## src/rtl/vbs_timing_gen_pkg.sv

```systemverilog
// Shared definitions for the composite-video timing generator: pixel-source
// modes and the layout of the bus carried through the latency delay line.
package vbs_timing_gen_pkg;

    // Pixel source selection
    localparam logic [1:0] VBS_MODE_EXT    = 2'd0;
    localparam logic [1:0] VBS_MODE_BORDER = 2'd1;
    localparam logic [1:0] VBS_MODE_CHECK  = 2'd2;
    localparam logic [1:0] VBS_MODE_BLANK  = 2'd3;

    // Signals that travel together through the latency pipeline
    typedef struct packed {
        logic sync;
        logic active;
        logic pattern;
    } vbs_tap_t;

    // Idle level of the pipeline: sync high (no sync tip), no video
    localparam vbs_tap_t VBS_TAP_RESET = '{sync: 1'b1, active: 1'b0, pattern: 1'b0};

endpackage

```

## src/rtl/vbs_delay_line.sv

```systemverilog
// Fixed-depth shift register with an asynchronous active-low reset to a
// configurable value. DEPTH=0 degenerates to a plain wire.
module vbs_delay_line #(
    parameter int              WIDTH     = 1,
    parameter int              DEPTH     = 1,
    parameter logic [WIDTH-1:0] RESET_VAL = '0
) (
    input  logic             clk,
    input  logic             reset_n,
    input  logic [WIDTH-1:0] din,
    output logic [WIDTH-1:0] dout
);

    generate
        if (DEPTH == 0) begin : g_wire
            // Clock and reset are not needed when there is nothing to store
            logic unused_clk_rst;
            assign unused_clk_rst = clk ^ reset_n;
            assign dout = din;
        end else begin : g_taps
            logic [WIDTH-1:0] taps_q [DEPTH];

            // Shift din one tap per clock; reset loads every tap with RESET_VAL
            always_ff @(posedge clk or negedge reset_n) begin
                if (!reset_n) begin
                    for (int i = 0; i < DEPTH; i++) begin
                        taps_q[i] <= RESET_VAL;
                    end
                end else begin
                    taps_q[0] <= din;
                    for (int i = 1; i < DEPTH; i++) begin
                        taps_q[i] <= taps_q[i-1];
                    end
                end
            end

            assign dout = taps_q[DEPTH-1];
        end
    endgenerate

endmodule

```

## src/rtl/vbs_timing_gen.sv

```systemverilog
// Composite-video timing and pixel generator: h/v counters, registered
// stage-1 decode (sync, active area, coordinates, line/frame pulses), a
// frame-latched pixel-source mode and a latency-matched output stage.
module vbs_timing_gen
    import vbs_timing_gen_pkg::*;
#(
    parameter int H_TOTAL       = 512,
    parameter int H_SYNC        = 37,
    parameter int H_ACT_START   = 96,
    parameter int H_ACT_W       = 384,
    parameter int V_TOTAL       = 313,
    parameter int V_SYNC_LINES  = 3,
    parameter int V_ACT_START   = 36,
    parameter int V_ACT_H       = 272,
    parameter int PIXEL_LATENCY = 1,
    localparam int XW           = $clog2(H_ACT_W),
    localparam int YW           = $clog2(V_ACT_H)
) (
    input  logic          clk,
    input  logic          reset_n,
    input  logic [1:0]    mode,
    input  logic          pixel_in,
    output logic          sync,
    output logic          pixel,
    output logic          active,
    output logic [XW-1:0] x,
    output logic [YW-1:0] y,
    output logic          line_start,
    output logic          frame_start
);

    localparam int HW = $clog2(H_TOTAL);
    localparam int VW = $clog2(V_TOTAL);

    logic [HW-1:0] h_q, h_d;
    logic [VW-1:0] v_q, v_d;

    logic          sync_raw_d, sync_raw_q;
    logic          active_d, active_q;
    logic [XW-1:0] x_d, x_q;
    logic [YW-1:0] y_d, y_q;
    logic          line_start_d, line_start_q;
    logic          frame_start_d, frame_start_q;

    logic [1:0]    mode_q;
    logic          pattern;
    vbs_tap_t      tap_in, tap_out;

    logic          sync_q, pixel_q;

    // Next-state for the line and frame counters; v steps only on the h wrap
    always_comb begin
        h_d = h_q + HW'(1);
        v_d = v_q;
        if (int'(h_q) == H_TOTAL - 1) begin
            h_d = '0;
            if (int'(v_q) == V_TOTAL - 1) begin
                v_d = '0;
            end else begin
                v_d = v_q + VW'(1);
            end
        end
    end

    // Counter registers
    always_ff @(posedge clk or negedge reset_n) begin
        if (!reset_n) begin
            h_q <= '0;
            v_q <= '0;
        end else begin
            h_q <= h_d;
            v_q <= v_d;
        end
    end

    // Stage-1 decode of the counters into sync level, active window and coordinates
    always_comb begin
        logic h_in, v_in, sync_low;
        h_in = (int'(h_q) >= H_ACT_START) && (int'(h_q) < H_ACT_START + H_ACT_W);
        v_in = (int'(v_q) >= V_ACT_START) && (int'(v_q) < V_ACT_START + V_ACT_H);

        if (int'(v_q) < V_SYNC_LINES) begin
            // Broad pulses: two long sync tips per line, each ended by a short high gap
            sync_low = (int'(h_q) < H_TOTAL / 2 - H_SYNC) ||
                       ((int'(h_q) >= H_TOTAL / 2) && (int'(h_q) < H_TOTAL - H_SYNC));
        end else begin
            sync_low = int'(h_q) < H_SYNC;
        end

        sync_raw_d    = !sync_low;
        active_d      = h_in && v_in;
        // Subtract only inside the window so coordinates never show an underflow
        x_d           = active_d ? XW'(int'(h_q) - H_ACT_START) : '0;
        y_d           = active_d ? YW'(int'(v_q) - V_ACT_START) : '0;
        line_start_d  = (h_q == '0);
        frame_start_d = (h_q == '0) && (v_q == '0);
    end

    // Stage-1 registers
    always_ff @(posedge clk or negedge reset_n) begin
        if (!reset_n) begin
            sync_raw_q    <= 1'b1;
            active_q      <= 1'b0;
            x_q           <= '0;
            y_q           <= '0;
            line_start_q  <= 1'b0;
            frame_start_q <= 1'b0;
        end else begin
            sync_raw_q    <= sync_raw_d;
            active_q      <= active_d;
            x_q           <= x_d;
            y_q           <= y_d;
            line_start_q  <= line_start_d;
            frame_start_q <= frame_start_d;
        end
    end

    // Mode is taken only at the start of a frame so a change never tears the picture
    always_ff @(posedge clk or negedge reset_n) begin
        if (!reset_n) begin
            mode_q <= VBS_MODE_BLANK;
        end else if (frame_start_q) begin
            mode_q <= mode;
        end
    end

    // Internal test pattern from the stage-1 coordinates
    always_comb begin
        pattern = 1'b0;
        unique case (mode_q)
            VBS_MODE_BORDER: pattern = (x_q == '0) || (x_q == XW'(H_ACT_W - 1)) ||
                                       (y_q == '0) || (y_q == YW'(V_ACT_H - 1));
            VBS_MODE_CHECK:  pattern = x_q[3] ^ y_q[3];
            VBS_MODE_EXT:    pattern = 1'b0;
            VBS_MODE_BLANK:  pattern = 1'b0;
            default:         pattern = 1'b0;
        endcase
    end

    assign tap_in = '{sync: sync_raw_q, active: active_q, pattern: pattern};

    // Match the external frame-buffer read latency
    vbs_delay_line #(
        .WIDTH    ($bits(vbs_tap_t)),
        .DEPTH    (PIXEL_LATENCY),
        .RESET_VAL(VBS_TAP_RESET)
    ) u_delay (
        .clk    (clk),
        .reset_n(reset_n),
        .din    (tap_in),
        .dout   (tap_out)
    );

    // Output stage: sync and the selected pixel source, blanked outside the active area
    always_ff @(posedge clk or negedge reset_n) begin
        if (!reset_n) begin
            sync_q  <= 1'b1;
            pixel_q <= 1'b0;
        end else begin
            sync_q  <= tap_out.sync;
            pixel_q <= tap_out.active &
                       ((mode_q == VBS_MODE_EXT) ? pixel_in : tap_out.pattern);
        end
    end

    assign sync        = sync_q;
    assign pixel       = pixel_q;
    assign active      = active_q;
    assign x           = x_q;
    assign y           = y_q;
    assign line_start  = line_start_q;
    assign frame_start = frame_start_q;

endmodule

```

## config.mk

```make
export PLATFORM = sky130hd
export DESIGN_NAME = vbs_timing_gen
export DESIGN_NICKNAME = d
export VERILOG_FILES = /design/src/rtl/vbs_timing_gen_pkg.sv /design/src/rtl/vbs_delay_line.sv /design/src/rtl/vbs_timing_gen.sv
export SDC_FILE = /design/constraint.sdc
export NUM_CORES = 1
export LEC_CHECK = 0
export BUFFER_PORTS_ARGS = -buffer_cell sky130_fd_sc_hd__buf_2
export CAP_MARGIN = 10
export CORE_AREA = 2 2 84 86
export DETAILED_ROUTE_END_ITERATION = 10
export DIE_AREA = 0 0 86 88
export HOLD_SLACK_MARGIN = 0.1
export SLEW_MARGIN = 20
export SYNTH_ARGS = -nofsm -noshare
export SYNTH_HDL_FRONTEND = slang
export SYNTH_SLANG_ARGS = --single-unit
export TNS_END_PERCENT = 5
```

## constraint.sdc

```tcl
create_clock -name clk -period 4.6 [get_ports clk]
set_input_delay 0.46 -clock clk [delete_from_list [all_inputs] [get_ports clk]]
set_output_delay 0.46 -clock clk [all_outputs]
set_load 0.01 [all_outputs]
```

# After elaboration in Yosys (flattened, before gate mapping)
# Cells that the tools add are included.
# word_totals
output_inout_bits,23
elab_cells,57
inputBits,5
regBits,47
# op_classes
order_cmp,9
n_eq_ne,7
reduce_logical,16
n_addsub,4
n_mux,7
n_bitwise,2
# ops
cell,n
$logic_not A9 Y1,4
$mux W9,4
$eq A9 B9 Y1 const B,3
$lt A9 B9 Y1 const B,3
$add A9 B1 Y9 const B,2
$eq A9 B1 Y1 const B,1
$ge A9 B6 Y1 const B,1
$ge A9 B7 Y1 const B,1
$ge A9 B9 Y1 const B,1
$lt A9 B2 Y1 const B,1
$lt A9 B6 Y1 const B,1
$lt A9 B8 Y1 const B,1
$sub A9 B6 Y9 const B,1
$sub A9 B7 Y9 const B,1
$logic_and A1 B1 Y1,5
$eq A2 B2 Y1 const B,2
$logic_or A1 B1 Y1,4
$pmux W1 S3,1
$eq A2 B1 Y1 const B,1
$logic_not A2 Y1,1
$mux W1,2
$reduce_or A2 Y1,1
$and A1 B1 Y1,1
$logic_not A1 Y1,1
$xor A1 B1 Y1,1

# Logic depth before layout (Yosys ltp)
# logic_depth
ltp_word,5
ltp_mapped,9

# Hierarchy
# From an unflattened synthesis, not the netlist that was laid out.
# unflattened
hier_cells,210
area_unflattened_um2,2249.7
# by_module_without_submodules
mod,area_each_um2,seq_area_each_um2,n_inst,cells_each
vbs_timing_gen,2173.3,1106.1,1,207
vbs_delay_line,76.3,76.3,1,3

# Worst setup path before layout
# OpenSTA, ideal clock, no wires.
# synth_path
kind,register to register
startpoint,register h_q[0]
endpoint,register v_q[5]
stages_incl_launch_ff,10
setup_time_ps,130
arrival_time_ps,1783
slack_ps,2687
cell_sequence,dfrtp_1 > ha_1 > nand3_1 > nor2_1 > and3_1 > ha_1 > nand3_1 > nor4_4 > or2_1 > a31oi_1
# synth_via
elab_chain_cells,1
# synth_rtl
item,line,source
start: declaration,vbs_timing_gen.sv:35,"logic [HW-1:0] h_q, h_d;"
start signal: assignment,vbs_timing_gen.sv:68,h_q <= '0;
start signal: assignment,vbs_timing_gen.sv:71,h_q <= h_d;
$eq A9 B1 Y1,vbs_timing_gen.sv:55,if (int'(h_q) == H_TOTAL - 1) begin
end signal: assignment,vbs_timing_gen.sv:72,v_q <= v_d;
end: declaration,vbs_timing_gen.sv:36,"logic [VW-1:0] v_q, v_d;"
# No other way between the ends.
# A chain may end at the register's enable or synchronous reset.

# Final worst setup path
# Ends and elaborated chain as after synthesis.

==> metrics.yaml <==
outcome:
  outcome: "completed"
die:
  ios: 28
  start_util_pct: 33.8
  core_um2: 6640
  die_height_um: 88
  die-area_um2: 7570
  die_x_um: 86
  fp-row-count: 30
critical_path:
  end_kind: "flop"
  slowest_stage: "ha_1"
  crit_family: "simple AND/OR/NAND/NOR gates"
  regToRegSetupSlack_ns: 2.12
  critPathArrivalTime_ns: 2.65
  worst-path-buf-inv: 0
  crit_fanout: 14
  crit_chain: "ha_1, nand3_1, nor2_1, and3_1, ha_1, nand3_1, nor4_4, or2_1, a31oi_1"
  crit_cells: 9
  slowest_delay_ns: 0.47
  cp.required_ns: 4.77
  startpoint_type: "flop"
  critPathKind: "flop to flop"
  reg2reg_depth: 9
yosys:
  syn_inst: 213
  ys_types: 43
  ys_ff_latch: 47
  synth_area_leaders: "dfrtp_1 (47%), ha_1 (7.3%), dfstp_2 (5.9%)"
  synth_top_area_share_pct: 46.8
  syn_nets: 231
  synth_edf_count: 0
  syn_area_per_cell_um2: 10.5
  synth_seq_area_share_pct: 52.7
  async_reset_ff_share_pct: 100
  ys.flop_type: "dfrtp_1"
  yosys.area.top_type: "dfrtp_1"
  ys_warn_count: 0
  netlist_area_um2: 2240
global_route:
  overflow: 0
  top_usage_layer: "met2"
  grtUsageTotal_pct: 11.4
  grt_pass1_vias: 1485
  grtUsageMet1_pct: 14.9
  met3_usage_pct: 1.98
  grt_max_degree: 48
  grt_pass1_wl_mm: 6.93
  antenna_found_initial: 0
  use_met2_pct: 19.3
power_and_ir_drop:
  p_per_area_nw_per_um2: 303
  p_sw_w: 0.000142
  power_w: 0.000778
  share_seq_of_total_power_pct: 53.6
  peakVddDrop_mv: 0.105
  p_comb_share_pct: 1.6
  leakagePower_nw: 1.25
  pwr-share-clk_pct: 44.8
  swShare_pct: 18.2
  p_int_w: 0.000636
drt:
  routedWlPerCell_um: 12.8
  routed_wl_mm: 4.09
  firstDrtPassIters: 4
  viasPerCell: 4.85
  remaining_drc_errors: 0
  drt_iter0_markers: 75
  vias: 1552
  ant_nets: 0
layout:
  fillers: 671
  syn_to_final_growth_pct: 14.3
  final_core_util_pct: 38.6
  diodes: 0
  layout.nets: 257
  fin_area_um2: 2560
  drive_gt1_share_pct: 18.8
sta:
  fin_crit_sh_pct: 53.9
  tightest_slew_ns: 0.573
  slew_headroom_pct: 61.8
  period_needed_ns: 2.48
  finalSetupViolCount: 0
  setup_tns_ns: 0
  max_freq_mhz: 403
  hold_viol_final: 0
  skew_ns: 0.0101
  slew_violations: 0
  rsz0062_at_grt: "false"
  timing.hold.ws_ns: 0.161
clocking:
  cts.clk_slew.worst_paths_ns: 0.09
  clk_latency_ns: 0.30
  holdBufCountCts: 0
  cts_inserted_buffers: 5
  htree_levels: 2
  clock_path_buffers: 2
  ctsResizeCount: 0
  cts_sinks: 47
  cts_tree: "built"
  post_cts_buffers: 0
  clockRootBuffer: "clkbuf_8"
min_path:
  hold_class: "primary input to asynchronous set/reset pin"
place:
  post_dp_cell_area_um2: 2430
  dp.final_hpwl_mm: 2.92
  gp_congestion: 0.794
  io_buffers: 27
flow_run:
  cap_violations: 0
## state kept, by name (all words and copies together), names as in the netlist
name,cells
active,1
frame_start,1
h_q,9
line_start,1
mode_q,2
pixel,1
sync,1
sync_raw_q,1
u_delay.dout,3
v_q,9
x,9
y,9
## path summary, 6_finish.rpt
path | to | startpoint
max in group asynchronous | sync$_DFF_PN1_ | reset_n
max | v_q[5]$_DFFE_PN0N_ | h_q[0]$_DFF_PN0_
max reg2reg | v_q[5]$_DFFE_PN0N_ | h_q[0]$_DFF_PN0_
min in group clk | u_delay.dout[2]$_DFF_PN1_ | sync_raw_q$_DFF_PN1_
min | v_q[7]$_DFFE_PN0N_ | reset_n
min reg2reg | u_delay.dout[2]$_DFF_PN1_ | sync_raw_q$_DFF_PN1_
## power by group through the flow
stage	Sequential (W)	Combinational, W	Clock (W)
after CTS	0.000417	0.0000127	0.000359
after detailed placement	0.000425	0.0000127	0
final	0.000417	0.0000122	0.000349
after global routing	0.000417	0.0000144	0.000376
after floorplan	0.000424	0.00000271	0
after global placement	0.000425	0.0000126	0
## metrics by stage
stage          instances  worst slack [ns]
2_1_floorplan        213              2.69
3_3_place_gp         312              2.21
3_5_place_dp         312              2.06
4_1_cts              320              2.06
5_1_grt              320              1.83
6_report             320              2.12
## kinds of logic (layout without fill, tap and decap cells)
logic type / count (synthesis) / count (layout) / share of synthesized area (%)
buffers and inverters: 19 / 46 / 4.02
AOI/OAI and AO/OA: 26 / 26 / 6.75
xor gates and xnor gates: 15 / 15 / 5.86
adders and majority gates: 13 / 13 / 7.25
and+or+nand+nor: 89 / 89 / 21.5
muxes: 4 / 4 / 1.90
DFF: 47 / 47 / 52.7
## Yosys cell counts, types with 5 or more instances
cell type	instances
dfrtp_1	42
dfstp_2	5
xnor2_1	11
nor4_1	5
nand3_1	8
nor2_1	33
nand2_1	9
inv_1	10
o21ai_0	6
nand4_1	6
nor3_1	5
a21oi_1	10
ha_1	13
## routing by layer
metal | routed length, um | up-vias | part of all wire (%)
met1 | 1870 | 742 | 46
met2 | 1990 | 33 | 49
met5 | 0 | - | 0
li1 | - | 772 | -
met4 | 50 | 0 | 1.2
met3 | 171 | 5 | 4.2
## layout by cell type (no fill, tap or decap), types with 4 or more instances in the layout
master / count
inv_1: 10
nor2_1: 33
nand4_1: 6
a21oi_1: 10
or3_1: 4
clkbuf_8: 5
nand2_1: 9
buf_2: 26
nand3_1: 8
xnor2_1: 11
dfrtp_1: 42
nor4_1: 5
nor3_1: 5
ha_1: 13
and2_1: 4
dfstp_2: 5
o21ai_0: 6
xor2_1: 4
## final cells by class
type                       instances  area (um2)  share of cell area [%]
sequential                        47        1180                    46.1
multi-input combinational        147         971                    37.9
timing repair buffer              27         138                    5.37
tap                               80         100                    3.90
clock buffer                       6        72.6                    2.83
clock inverter                     2        60.1                    2.34
inverter                          11        41.3                    1.61
Power figures use the tool's default switching activity.
